===== src/rtl/mpx_bus_pkg.sv =====
// Shared types and constants for the MPX bus target: TT codes, FSM encoding, geometry.
// Latency: n/a (declarations only).
// Backpressure: n/a.
package mpx_bus_pkg;

    localparam int BURST_LEN = 4;
    localparam int MEM_DEPTH = 16;
    localparam int IDX_W     = $clog2(MEM_DEPTH);

    localparam logic [0:4] TT_WRITE   = 5'b00010;
    localparam logic [0:4] TT_WRITE_K = 5'b00110;
    localparam logic [0:4] TT_READ    = 5'b01010;
    localparam logic [0:4] TT_READ_K  = 5'b01110;

    typedef enum logic [2:0] {
        ST_IDLE  = 3'd0,
        ST_GRANT = 3'd1,
        ST_AACK  = 3'd2,
`ifdef MPX_ARTRY_EN
        ST_RETRY = 3'd3,
`endif
        ST_DBG   = 3'd4,
        ST_DATA  = 3'd5
    } state_t;

    function automatic logic tt_is_write(input logic [0:4] tt);
        return (tt == TT_WRITE) || (tt == TT_WRITE_K);
    endfunction

    function automatic logic tt_is_read(input logic [0:4] tt);
        return (tt == TT_READ) || (tt == TT_READ_K);
    endfunction

endpackage


===== src/rtl/mpx_bus_if.sv =====
// MPX 60x-style bus signal bundle; bit 0 is the MSB on every vector.
// Latency: n/a (wiring only).
// Backpressure: n/a; BG/AACK/DBG/TA pace the master.
interface mpx_bus_if;
    logic        BR;
    logic        BG;
    logic        TS;
    logic [0:31] A;
    logic [0:4]  TT;
    logic        TBST;
    logic [0:2]  TSIZ;
    logic        WT;
    logic        AACK;
    logic        ARTRY;
    logic        LOCK;
    logic        DBG;
    logic        TA;
    logic        TEA;
    logic [0:31] DH_IN;
    logic [0:31] DL_IN;
    logic [0:31] DH_OUT;
    logic [0:31] DL_OUT;
    logic        D_OE;

    modport master (
        output BR, TS, A, TT, TBST, TSIZ, WT, LOCK, DH_IN, DL_IN,
        input  BG, AACK, ARTRY, DBG, TA, TEA, DH_OUT, DL_OUT, D_OE
    );

    modport slave (
        input  BR, TS, A, TT, TBST, TSIZ, WT, LOCK, DH_IN, DL_IN,
        output BG, AACK, ARTRY, DBG, TA, TEA, DH_OUT, DL_OUT, D_OE
    );
endinterface


===== src/rtl/mpx_mem_array.sv =====
// 16 x 64-bit single-port doubleword store; contents deliberately have no reset.
// Latency: write lands on the clock edge, read is combinational.
// Backpressure: none.
module mpx_mem_array
    import mpx_bus_pkg::*;
(
    input  logic             CLK,
    input  logic             we,
    input  logic [IDX_W-1:0] idx,
    input  logic [63:0]      wdat,
    output logic [63:0]      rdat
);
    logic [63:0] mem [MEM_DEPTH];

    always_ff @(posedge CLK) begin
        if (we) begin
            mem[idx] <= wdat;
        end
    end

    assign rdat = mem[idx];
endmodule


===== src/rtl/mpx_bus_target.sv =====
// MPX bus target: arbitration, address tenure, 1/4-beat data tenure over a 16x64 memory; MPX_ARTRY_EN adds LOCK-driven ARTRY.
// Latency: BR->BG 1 cycle, TS->AACK 1 cycle, AACK->DBG 1 cycle, then TA per beat.
// Backpressure: single outstanding transaction; BR/TS outside their window wait or are ignored.
module mpx_bus_target
    import mpx_bus_pkg::*;
#(
    parameter logic [0:23] BASE_ADDR = 24'hAAAAAA
) (
    input  logic     CLK,
    input  logic     RST,
    mpx_bus_if.slave bus
);
    state_t      state_q, state_d;
    logic [0:31] a_q;
    logic [0:4]  tt_q;
    logic        tbst_q;
    logic [0:2]  tsiz_q;
    logic [1:0]  beat_q;
    logic        latch_en;

    logic        is_wr, is_rd, in_range, last_beat;
    logic        in_data, mem_we;
    logic [3:0]  base_idx, cur_idx;
    logic [63:0] mem_rdat;

    assign is_wr     = tt_is_write(tt_q);
    assign is_rd     = tt_is_read(tt_q);
    assign in_range  = (a_q[0:23] == BASE_ADDR);
    assign last_beat = tbst_q || (beat_q == 2'(BURST_LEN - 1));
    assign base_idx  = a_q[25:28];
    // Critical-doubleword-first: low two index bits wrap, the upper pair stays put.
    assign cur_idx   = {base_idx[3:2], 2'(base_idx[1:0] + beat_q)};
    assign in_data   = (state_q == ST_DATA);
    assign mem_we    = in_data && in_range && is_wr;

    always_comb begin
        state_d    = state_q;
        latch_en   = 1'b0;
        bus.BG     = 1'b1;
        bus.AACK   = 1'b1;
        bus.ARTRY  = 1'b1;
        bus.DBG    = 1'b1;
        bus.TA     = 1'b1;
        bus.TEA    = 1'b1;
        bus.D_OE   = 1'b0;
        bus.DH_OUT = '0;
        bus.DL_OUT = '0;
        case (state_q)
            ST_IDLE: begin
                if (!bus.BR) state_d = ST_GRANT;
            end
            ST_GRANT: begin
                bus.BG = 1'b0;
                if (!bus.TS) begin
                    latch_en = 1'b1;
                    state_d  = ST_AACK;
                end
            end
            ST_AACK: begin
                bus.AACK = 1'b0;
                state_d  = (is_wr || is_rd) ? ST_DBG : ST_IDLE;
`ifdef MPX_ARTRY_EN
                if (bus.LOCK) state_d = ST_RETRY;
`endif
            end
`ifdef MPX_ARTRY_EN
            ST_RETRY: begin
                bus.ARTRY = 1'b0;
                state_d   = ST_IDLE;
            end
`endif
            ST_DBG: begin
                bus.DBG = 1'b0;
                state_d = ST_DATA;
            end
            ST_DATA: begin
                // Out-of-range address: one TEA replaces the whole data tenure.
                if (!in_range) begin
                    bus.TEA = 1'b0;
                    state_d = ST_IDLE;
                end else begin
                    bus.TA = 1'b0;
                    if (is_rd) begin
                        bus.D_OE   = 1'b1;
                        bus.DH_OUT = mem_rdat[63:32];
                        bus.DL_OUT = mem_rdat[31:0];
                    end
                    if (last_beat) state_d = ST_IDLE;
                end
            end
            default: state_d = ST_IDLE;
        endcase
    end

    always_ff @(posedge CLK or posedge RST) begin
        if (RST) begin
            state_q <= ST_IDLE;
            a_q     <= '0;
            tt_q    <= '0;
            tbst_q  <= 1'b0;
            tsiz_q  <= '0;
            beat_q  <= '0;
        end else begin
            state_q <= state_d;
            if (latch_en) begin
                a_q    <= bus.A;
                tt_q   <= bus.TT;
                tbst_q <= bus.TBST;
                tsiz_q <= bus.TSIZ;
            end
            beat_q <= in_data ? 2'(beat_q + 2'd1) : 2'd0;
        end
    end

    mpx_mem_array u_mem (
        .CLK  (CLK),
        .we   (mem_we),
        .idx  (cur_idx),
        .wdat ({bus.DH_IN, bus.DL_IN}),
        .rdat (mem_rdat)
    );

    // TSIZ is kept for visibility only; WT and the sub-doubleword address bits have no effect.
    logic unused_sink;
`ifdef MPX_ARTRY_EN
    assign unused_sink = ^{bus.WT, tsiz_q, a_q[24], a_q[29:31]};
`else
    assign unused_sink = ^{bus.WT, bus.LOCK, tsiz_q, a_q[24], a_q[29:31]};
`endif
endmodule


===== src/flat_wrapper.sv =====
// flat-port wrapper written by rule: the top's interface ports become plain ports
module mpx_bus_target_flat import mpx_bus_pkg::*;
#(
    parameter logic [0:23] BASE_ADDR = 24'hAAAAAA
)
  (CLK, RST, bus_BR, bus_TS, bus_A, bus_TT, bus_TBST, bus_TSIZ, bus_WT, bus_LOCK, bus_DH_IN, bus_DL_IN, bus_BG, bus_AACK, bus_ARTRY, bus_DBG, bus_TA, bus_TEA, bus_DH_OUT, bus_DL_OUT, bus_D_OE);
  mpx_bus_if bus_i ();
  input  logic CLK;
  input  logic RST;
  input wire logic [$bits(bus_i.BR)-1:0] bus_BR;
  input wire logic [$bits(bus_i.TS)-1:0] bus_TS;
  input wire logic [$bits(bus_i.A)-1:0] bus_A;
  input wire logic [$bits(bus_i.TT)-1:0] bus_TT;
  input wire logic [$bits(bus_i.TBST)-1:0] bus_TBST;
  input wire logic [$bits(bus_i.TSIZ)-1:0] bus_TSIZ;
  input wire logic [$bits(bus_i.WT)-1:0] bus_WT;
  input wire logic [$bits(bus_i.LOCK)-1:0] bus_LOCK;
  input wire logic [$bits(bus_i.DH_IN)-1:0] bus_DH_IN;
  input wire logic [$bits(bus_i.DL_IN)-1:0] bus_DL_IN;
  output wire logic [$bits(bus_i.BG)-1:0] bus_BG;
  output wire logic [$bits(bus_i.AACK)-1:0] bus_AACK;
  output wire logic [$bits(bus_i.ARTRY)-1:0] bus_ARTRY;
  output wire logic [$bits(bus_i.DBG)-1:0] bus_DBG;
  output wire logic [$bits(bus_i.TA)-1:0] bus_TA;
  output wire logic [$bits(bus_i.TEA)-1:0] bus_TEA;
  output wire logic [$bits(bus_i.DH_OUT)-1:0] bus_DH_OUT;
  output wire logic [$bits(bus_i.DL_OUT)-1:0] bus_DL_OUT;
  output wire logic [$bits(bus_i.D_OE)-1:0] bus_D_OE;
  assign bus_i.BR = bus_BR;
  assign bus_i.TS = bus_TS;
  assign bus_i.A = bus_A;
  assign bus_i.TT = bus_TT;
  assign bus_i.TBST = bus_TBST;
  assign bus_i.TSIZ = bus_TSIZ;
  assign bus_i.WT = bus_WT;
  assign bus_i.LOCK = bus_LOCK;
  assign bus_i.DH_IN = bus_DH_IN;
  assign bus_i.DL_IN = bus_DL_IN;
  assign bus_BG = bus_i.BG;
  assign bus_AACK = bus_i.AACK;
  assign bus_ARTRY = bus_i.ARTRY;
  assign bus_DBG = bus_i.DBG;
  assign bus_TA = bus_i.TA;
  assign bus_TEA = bus_i.TEA;
  assign bus_DH_OUT = bus_i.DH_OUT;
  assign bus_DL_OUT = bus_i.DL_OUT;
  assign bus_D_OE = bus_i.D_OE;
  mpx_bus_target #(.BASE_ADDR(BASE_ADDR)) u_core (.CLK(CLK), .RST(RST), .bus(bus_i));
endmodule

===== config.mk =====
export PLATFORM = sky130hd
export DESIGN_NAME = mpx_bus_target_flat
export DESIGN_NICKNAME = d
export VERILOG_FILES = /design/src/rtl/mpx_bus_pkg.sv /design/src/rtl/mpx_bus_if.sv /design/src/rtl/mpx_mem_array.sv /design/src/rtl/mpx_bus_target.sv /design/src/flat_wrapper.sv
export SDC_FILE = /design/constraint.sdc
export NUM_CORES = 1
export LEC_CHECK = 0
export ABC_AREA = 1
export CAP_MARGIN = 20
export CORE_AREA = 4 4 255 507
export DETAILED_ROUTE_END_ITERATION = 12
export DIE_AREA = 0 0 259 511
export MAX_ROUTING_LAYER = met4
export PLACE_DENSITY = 0.55
export SLEW_MARGIN = 10
export SYNTH_ARGS = -nofsm -noshare
export SYNTH_HDL_FRONTEND = slang
export SYNTH_SLANG_ARGS = --single-unit
export TNS_END_PERCENT = 100

===== constraint.sdc =====
create_clock -name CLK -period 4.4 [get_ports CLK]
set_input_delay 0.44 -clock CLK [delete_from_list [all_inputs] [get_ports CLK]]
set_output_delay 0.44 -clock CLK [all_outputs]
set_load 0.05 [all_outputs]

==> summary.txt, run 1 <==
Routing
  • Post-route ant nets: 0
  • Total number of vias: 28470
  • Avg Vias per Cell: 4.86
  • Pre-antenna DRT Iters: 5
  • Final wirelength: 119 mm
  • Wire per inst: 20.3 µm
  • 1st-iter DRT viols: 2281
  • Drt drc: 0

Global route
  • Vias in the first global route: 27388
  • Met2 Usage GRT: 31.8%
  • GR Overflow Total: 0
  • M1 GR Usage: 21.8%
  • M3 GR Usage: 2.61%
  • Grt peak-use layer: met2
  • Initial antenna violation count: 13
  • Total GRT Usage: 18.2%
  • First-pass GRT wire length: 176 mm
  • Largest net degree at the start of global routing: 129

Power and ir drop
  • Flop pwr share: 40.5%
  • LEAKAGE: 18.8 nW
  • Combinational share of power: 29.7%
  • Power Internal: 18.3 mW
  • VDD IR-drop max: 0.000513 V
  • Net Sw Frac: 34.6%
  • Clock power frac: 29.9%
  • Sw Pwr: 9.69 mW
  • Pwr dens: 545 nW/µm²

Clock network
  • Post-CTS Hold Fix Bufs: 0
  • Clk Latency, worst-skew pair: 0.69 ns
  • TritonCTS Buffers: 94
  • Clock slew at reported path FFs: 0.06 ns
  • Clock buffer depth: 3
  • H-Tree Depth: 3
  • Root Buffer: clkbuf_16
  • CTS tree: built
  • CTS sink cnt: 1062
  • Post-CTS Repair Setup Buffers: 0

Outcome
  • Status: finished clean

Timing
  • Worst Tran Pin Value: 0.940 ns
  • Setup TNS: 0 ns
  • Worst Hold Slack: 0.172 ns
  • Worst slew margin: 37.4%
  • RSZ-0062 raised after global routing: false
  • Count of final hold-check violations: 0
  • Fmax: 0.242 GHz
  • Final Setup Violations: 0
  • Final Max Slew Viols: 0
  • Clock skew: 0.0242 ns
  • Final period util: 93.9%
  • Final setup margin: 0.268 ns
  • Fin crit period: 4.13 ns

Placement
  • Gp weighted congestion: 0.751
  • Dpl ws: 0.832 ns
  • Post-DP HPWL: 59.8 mm
  • IO Port Bufs: 170
  • Placed instance count: 5680

Yosys
  • Synth Register Bits: 1062
  • Net count after synthesis: 4097
  • Cell count after synthesis: 3984
  • Register area share after synthesis: 72.7%
  • Mapped Area: 43600 µm²
  • Ys Warns: 0
  • Yosys cell types: 26
  • Mean Syn Cell Area: 10.9 µm²

Critical path
  • Critical path fanouts, max: 37
  • Worst Setup End Kind: output port
  • R2R setup slack: 0.90 ns
  • Largest stage delay, worst path: 0.50 ns
  • Slowest CP cell: nand2_8
  • CP Launch Type: register
  • Critical path arrival: 3.69 ns
  • Most frequent CP cell: buf_12
  • Cell Chain, Critical Path: ha_4, nand3_4, nand2_8, buf_12, buf_12, nand2_1, nand3_1, nand2_1, nor2_1, buf_12
  • CP required: 3.96 ns
  • Crit Path Class: register to output port

Layout
  • Footprint of the multi-input gates: 10900 µm²
  • Synth-to-layout area growth: 17.8%
  • Layout cells sized above 1: 7.40%
  • Fin cells: 5863
  • Post-layout net count: 4215
  • Util after Layout: 40.9%
  • Fill count: 11666
  • Sequential cell area: 31700 µm²

Floorplan
  • Core area: 125000 µm²
  • # rows: 184
  • Die area: 132000 µm²
  • Initial Util: 34.7%
  • Die Height: 511 µm
  • Ports: 182
  • Die width: 259 µm

Run
  • Max Cap Viol: 0

Worst hold path
  • Worst min path class: primary input to asynchronous set/reset pin
what timing repair did:
| action | CTS | global route |
|---|---|---|
| resized for setup | 0 | 2 |
| endpoints found under the setup margin | 0 | 2 |
| hold endpoints to repair | 0 | 0 |
final timing paths:
path,startpoint,cells after the start,end
max,u_core.beat_q[0]$_DFF_PP0_,10,bus_DH_OUT[6]
min,RST,3,u_core.a_q[15]$_DFFE_PP0P_
max in group asynchronous,RST,3,u_core.a_q[6]$_DFFE_PP0P_
min reg2reg,u_core.a_q[14]$_DFFE_PP0P_,2,u_core.a_q[14]$_DFFE_PP0P_
max reg2reg,u_core.a_q[27]$_DFFE_PP0P_,7,u_core.u_mem.mem[11][14]$_DFFE_PP_
min in group CLK,bus_TT[3],3,u_core.tt_q[1]$_DFFE_PP0P_
stage by stage:
stage | total power [mW] | cell area (µm²)
after global routing | 29.6 | 51400
after global placement | 19.9 | 48200
after CTS | 28.3 | 51300
after floorplan | 17.4 | 43600
after detailed placement | 19.9 | 48200
final | 28.0 | 51400
layer usage:
metal	vias up	share of wire, %	wire length, µm
met5	-	0	0
met3	165	5.1	6090
met4	0	2.4	2800
li1	13592	-	-
met2	724	52	62300
met1	13989	40	48000
power groups by stage:
stage / sequential [mW] / clock (mW) / combinational (mW)
finish: 11.3 / 8.35 / 8.30
global route: 11.3 / 8.91 / 9.37
CTS: 11.3 / 8.55 / 8.41
detailed placement: 11.5 / 0 / 8.38
global placement: 11.5 / 0 / 8.33
floorplan: 11.5 / 0 / 5.86
Yosys cell counts, drive strengths merged:
| cell | count | area share, % |
|---|---|---|
| nand2 | 1311 | 11 |
| o311ai | 1 | 0.020 |
| clkbuf | 53 | 0.46 |
| and3 | 1 | 0.014 |
| conb | 1 | 0.0086 |
| nand4 | 3 | 0.043 |
| or2 | 1 | 0.014 |
| a31oi | 1 | 0.014 |
| buf | 172 | 2.1 |
| inv | 27 | 0.23 |
| nor2 | 871 | 7.5 |
| ha | 2 | 0.057 |
| dfrtp | 38 | 2.2 |
| nor3 | 2 | 0.023 |
| nand3 | 459 | 5.3 |
| edfxtp | 1024 | 71 |
| clkinv | 1 | 0.0086 |
| o21ai | 16 | 0.18 |
kinds of logic after synthesis:
logic type      share of synthesized area [%]
simple gates                             24.2
compound gates                          0.218
buf+inv                                  2.78
other cells                           0.00860
flops                                    72.7
fa+ha+maj                              0.0574
final cells by class:
type                            instances  share of cell area (%)
Antenna cell                           11                  0.0536
Clock buffer                          109                    4.79
Clock inverter                         63                    1.18
Inverter                               28                   0.251
Multi-Input combinational cell       2669                    21.2
Sequential cell                      1062                    61.7
Tap cell                             1674                    4.08
Timing Repair Buffer                  247                    6.73
critical path, delay by kind of cell, from the launching register on:
kind	cells	cell delay (ns)
buf+inv	3	0.73
flops	1	0.42
simple gates	6	1.59
fa+ha+maj	1	0.17
layout by cell type (no fill, tap or decap), drive strengths merged:
cell type	instances
clkinvlp	7
ha	2
edfxtp	1024
inv	31
clkinv	42
o21ai	16
nor2	871
diode	11
clkbuf	109
o311ai	1
nand3	459
and3	1
dfrtp	38
conb	1
nand2	1311
or2	1
clkdlybuf4s50	106
nor3	2
nand4	3
buf	141
a31oi	1
bufinv	11
flip-flops by register name, summed over array words and instances, names as in the netlist:
signal	flops
u_core.u_mem.mem	1024
u_core.a_q	28
u_core.tt_q	4
u_core.state_q	3
u_core.beat_q	2
u_core.tbst_q	1
Note: power is estimated with default switching activity, not from simulation.
==> inputs of run 2 (changes only) <==
--- a/config.mk
+++ b/config.mk
@@ -7,9 +7,10 @@
 export LEC_CHECK = 0
 export ABC_AREA = 1
 export CAP_MARGIN = 20
-export CORE_AREA = 4 4 255 507
+export CORE_AREA = 8 8 259 511
+export CTS_CLUSTER_SIZE = 24
 export DETAILED_ROUTE_END_ITERATION = 12
-export DIE_AREA = 0 0 259 511
+export DIE_AREA = 0 0 267 519
 export MAX_ROUTING_LAYER = met4
 export PLACE_DENSITY = 0.55
 export SLEW_MARGIN = 10
==> constraint.sdc (replaced) <==
create_clock -name CLK -period 4.4 [get_ports CLK]
set_input_delay 0.44 -clock CLK [delete_from_list [all_inputs] [get_ports CLK]]
set_output_delay 0.44 -clock CLK [all_outputs]
set_load 0.005 [all_outputs]
==> summary.txt, run 2 (synthesized netlist as in run 1, its figures left out) <==
Outcome
  • Status: finished clean

Critical path
  • CP required: 3.96 ns (about the same)
  • Critical path arrival: 3.76 ns (+0.07 ns)
  • CP Launch Type: register
  • Critical path fanouts, max: 94 (+150%)
  • Crit Path Class: register to output port
  • Worst Setup End Kind: output port

Placement
  • Post-DP HPWL: 62.5 mm (+4.5%)
  • Placed instance count: 5691 (+0.19%)
  • IO Port Bufs: 170 (unchanged)
  • Gp weighted congestion: 0.738 (-1.7%)

Power and ir drop
  • Pwr Total: 28.1 mW (+0.28%)
  • Clock power frac: 29.4% (-0.5 points)
  • Flop pwr share: 40.4% (about the same)
  • Pwr dens: 553 nW/µm² (+1.5%)
  • Power Internal: 18.3 mW (+0.18%)
  • VDD IR-drop max: 0.000573 V (+12%)
  • Combinational share of power: 30.2% (+0.5 points)
  • LEAKAGE: 18.6 nW (-1.4%)
  • Sw Pwr: 9.73 mW (+0.47%)
  • Net Sw Frac: 34.7% (+0.064 points)

Global route
  • Total GRT Usage: 17.5% (-0.66 points)
  • GR Overflow Total: 0 (unchanged)
  • Initial antenna violation count: 12 (-1)
  • Vias in the first global route: 28035 (+2.4%)
  • First-pass GRT wire length: 178 mm (+0.78%)
  • Largest net degree at the start of global routing: 129 (unchanged)

Clock network
  • TritonCTS Buffers: 95 (+1.1%)
  • Post-CTS Hold Fix Bufs: 0 (unchanged)
  • Clock slew at reported path FFs: 0.06 ns (about the same)
  • Clock buffer depth: 3 (unchanged)
  • CTS sink cnt: 1062 (unchanged)
  • Root Buffer: clkbuf_16
  • Clk Latency, worst-skew pair: 0.69 ns (about the same)
  • CTS tree: built
  • H-Tree Depth: 3 (unchanged)

Floorplan
  • Die Height: 519 µm (+1.6%)
  • Core area: 125000 µm² (unchanged)
  • Initial Util: 34.7% (unchanged)
  • # rows: 184 (unchanged)
  • Die area: 139000 µm² (+4.7%)
  • Die width: 267 µm (+3.1%)
  • Ports: 182 (unchanged)

Timing
  • Final Setup Violations: 0 (unchanged)
  • Count of final hold-check violations: 0 (unchanged)
  • Clock skew: 0.0185 ns (-0.00569 ns)
  • Fmax: 0.238 GHz (-1.7%)
  • Setup TNS: 0 ns (unchanged)
  • Worst Tran Pin Value: 0.874 ns (-0.0658 ns)
  • Final period util: 95.5% (+1.6 points)
  • Fin crit period: 4.20 ns (+0.0706 ns)
  • Final Max Slew Viols: 0 (unchanged)
  • RSZ-0062 raised after global routing: false
  • Worst slew margin: 41.7% (+4.4 points)

Worst hold path
  • Worst min path class: primary input to asynchronous set/reset pin

Layout
  • Synth-to-layout area growth: 16.3%
  • Flip-flop count of the largest register after layout: 1024 (unchanged)
  • Post-layout net count: 4229 (+0.33%)
  • Reg with most FFs: u_core.u_mem.mem
  • Largest regs: u_core.u_mem.mem (1024), u_core.a_q (28), u_core.tt_q (4)
  • Most common cell after layout, fill and taps aside: nand2_1
  • Fill count: 11772 (+0.91%)
  • Fin cells: 5877 (+0.24%)
  • Commonest non-fill, non-tap cells in the layout: 1309 x nand2_1, 1024 x edfxtp_1, 848 x nor2_1, 457 x nand3_1, 170 x clkdlybuf4s50_1
  • Layout cells sized above 1: 5.94% (-1.5 points)

Routing
  • Avg Vias per Cell: 4.87 (+0.25%)
  • Post-route ant nets: 0 (unchanged)
  • Total number of vias: 28610 (+0.49%)
  • Pre-antenna DRT Iters: 6 (+1)
  • Final wirelength: 121 mm (+1.1%)
  • 1st-iter DRT viols: 2056 (-9.9%)
  • Drt drc: 0 (unchanged)
  • Wire per inst: 20.5 µm (+0.86%)

Run
  • Max Cap Viol: 0 (unchanged)
==> run 2: cell types whose count changed in the layout (fill, tap and decap cells not counted), moves of 2 or more <==
cell             change
buf_4               +14
clkinv_1             -4
bufinv_16            -3
clkdlybuf4s50_1     +64
clkbuf_1            +15
inv_8                +2
buf_12              -68
clkbuf_16            +3
clkinvlp_4           -5
buf_6                +2
clkinv_2             -2
==> run 2: critical path, stage by stage, from the launching register on <==
cell	delay (ns)
dfrtp_1	0.38
or2_1	0.17
nand2_1	0.14
nand2_8	0.31
buf_12	0.52
nand3_1	0.14
nand3_1	0.14
nand3_1	0.09
nor2_1	0.41
clkdlybuf4s50_1	0.66
==> run 2: per-stage QoR <==
step | utilization (%) | hold slack, ns | area, µm² | worst slack [ns]
floorplan | - | 0.438 | 43600 | -0.198
global placement | 38.0 | 0.455 | 47600 | 0.586
detailed placement | 38.0 | 0.462 | 47600 | 0.616
CTS | 40.4 | 0.141 | 50700 | 0.0736
global route | 40.4 | 0.204 | 50700 | 0.0370
finish | 40.4 | 0.172 | 50700 | 0.197
==> run 2: final cells by class <==
type	instances	area (µm²)	share of cell area, %
multi-input cells	2669	10900	21.4
diodes	10	25.0	0.0493
flip-flops and latches	1062	31700	62.5
clock inverters	48	442	0.871
well taps	1674	2090	4.13
inverters	28	128	0.252
repair buffers	260	2880	5.68
clock buffers	126	2580	5.08
==> run 2: routing by layer <==
metal / part of all wire (%) / global-route usage (%) / up-vias / routed length, µm
met2: 52 / 30.4 / 744 / 62100
met5: 0 / - / - / 0
li1: - / - / 13633 / -
met3: 5.1 / 2.97 / 209 / 6150
met4: 3.1 / 6.13 / 0 / 3680
met1: 40 / 20.2 / 14024 / 48600
==> run 2: power by group through the flow <==
stage / sequential [mW] / clock, mW / combinational, mW
2_1_floorplan: 11.5 / 0 / 5.83
3_3_place_gp: 11.5 / 0 / 8.46
3_5_place_dp: 11.5 / 0 / 8.51
4_1_cts: 11.3 / 8.42 / 8.58
5_1_grt: 11.3 / 8.78 / 9.52
6_report: 11.3 / 8.25 / 8.49
==> run 2: repair_timing <==
item	in CTS	in global routing
buffers inserted	1	1
endpoints found under the setup margin	11	3
resized for setup	2	2
pin swaps	1	1
==> run 2: path summary, 6_finish.rpt <==
path | from | endpoint | slack, ns | depth (start not counted)
worst max-delay path | u_core.beat_q[1]$_DFF_PP0_ | bus_DH_OUT[6] | 0.20 | 9
worst min-delay path | RST | u_core.a_q[14]$_DFFE_PP0P_ | 0.17 | 3
worst max register to register | u_core.beat_q[1]$_DFF_PP0_ | u_core.u_mem.mem[2][62]$_DFFE_PP_ | 0.89 | 9
worst min register to register | u_core.a_q[14]$_DFFE_PP0P_ | u_core.a_q[14]$_DFFE_PP0P_ | 0.47 | 2
max in group asynchronous | RST | u_core.beat_q[1]$_DFF_PP0_ | 3.88 | 3
min in group CLK | bus_A[13] | u_core.a_q[18]$_DFFE_PP0P_ | 0.29 | 3
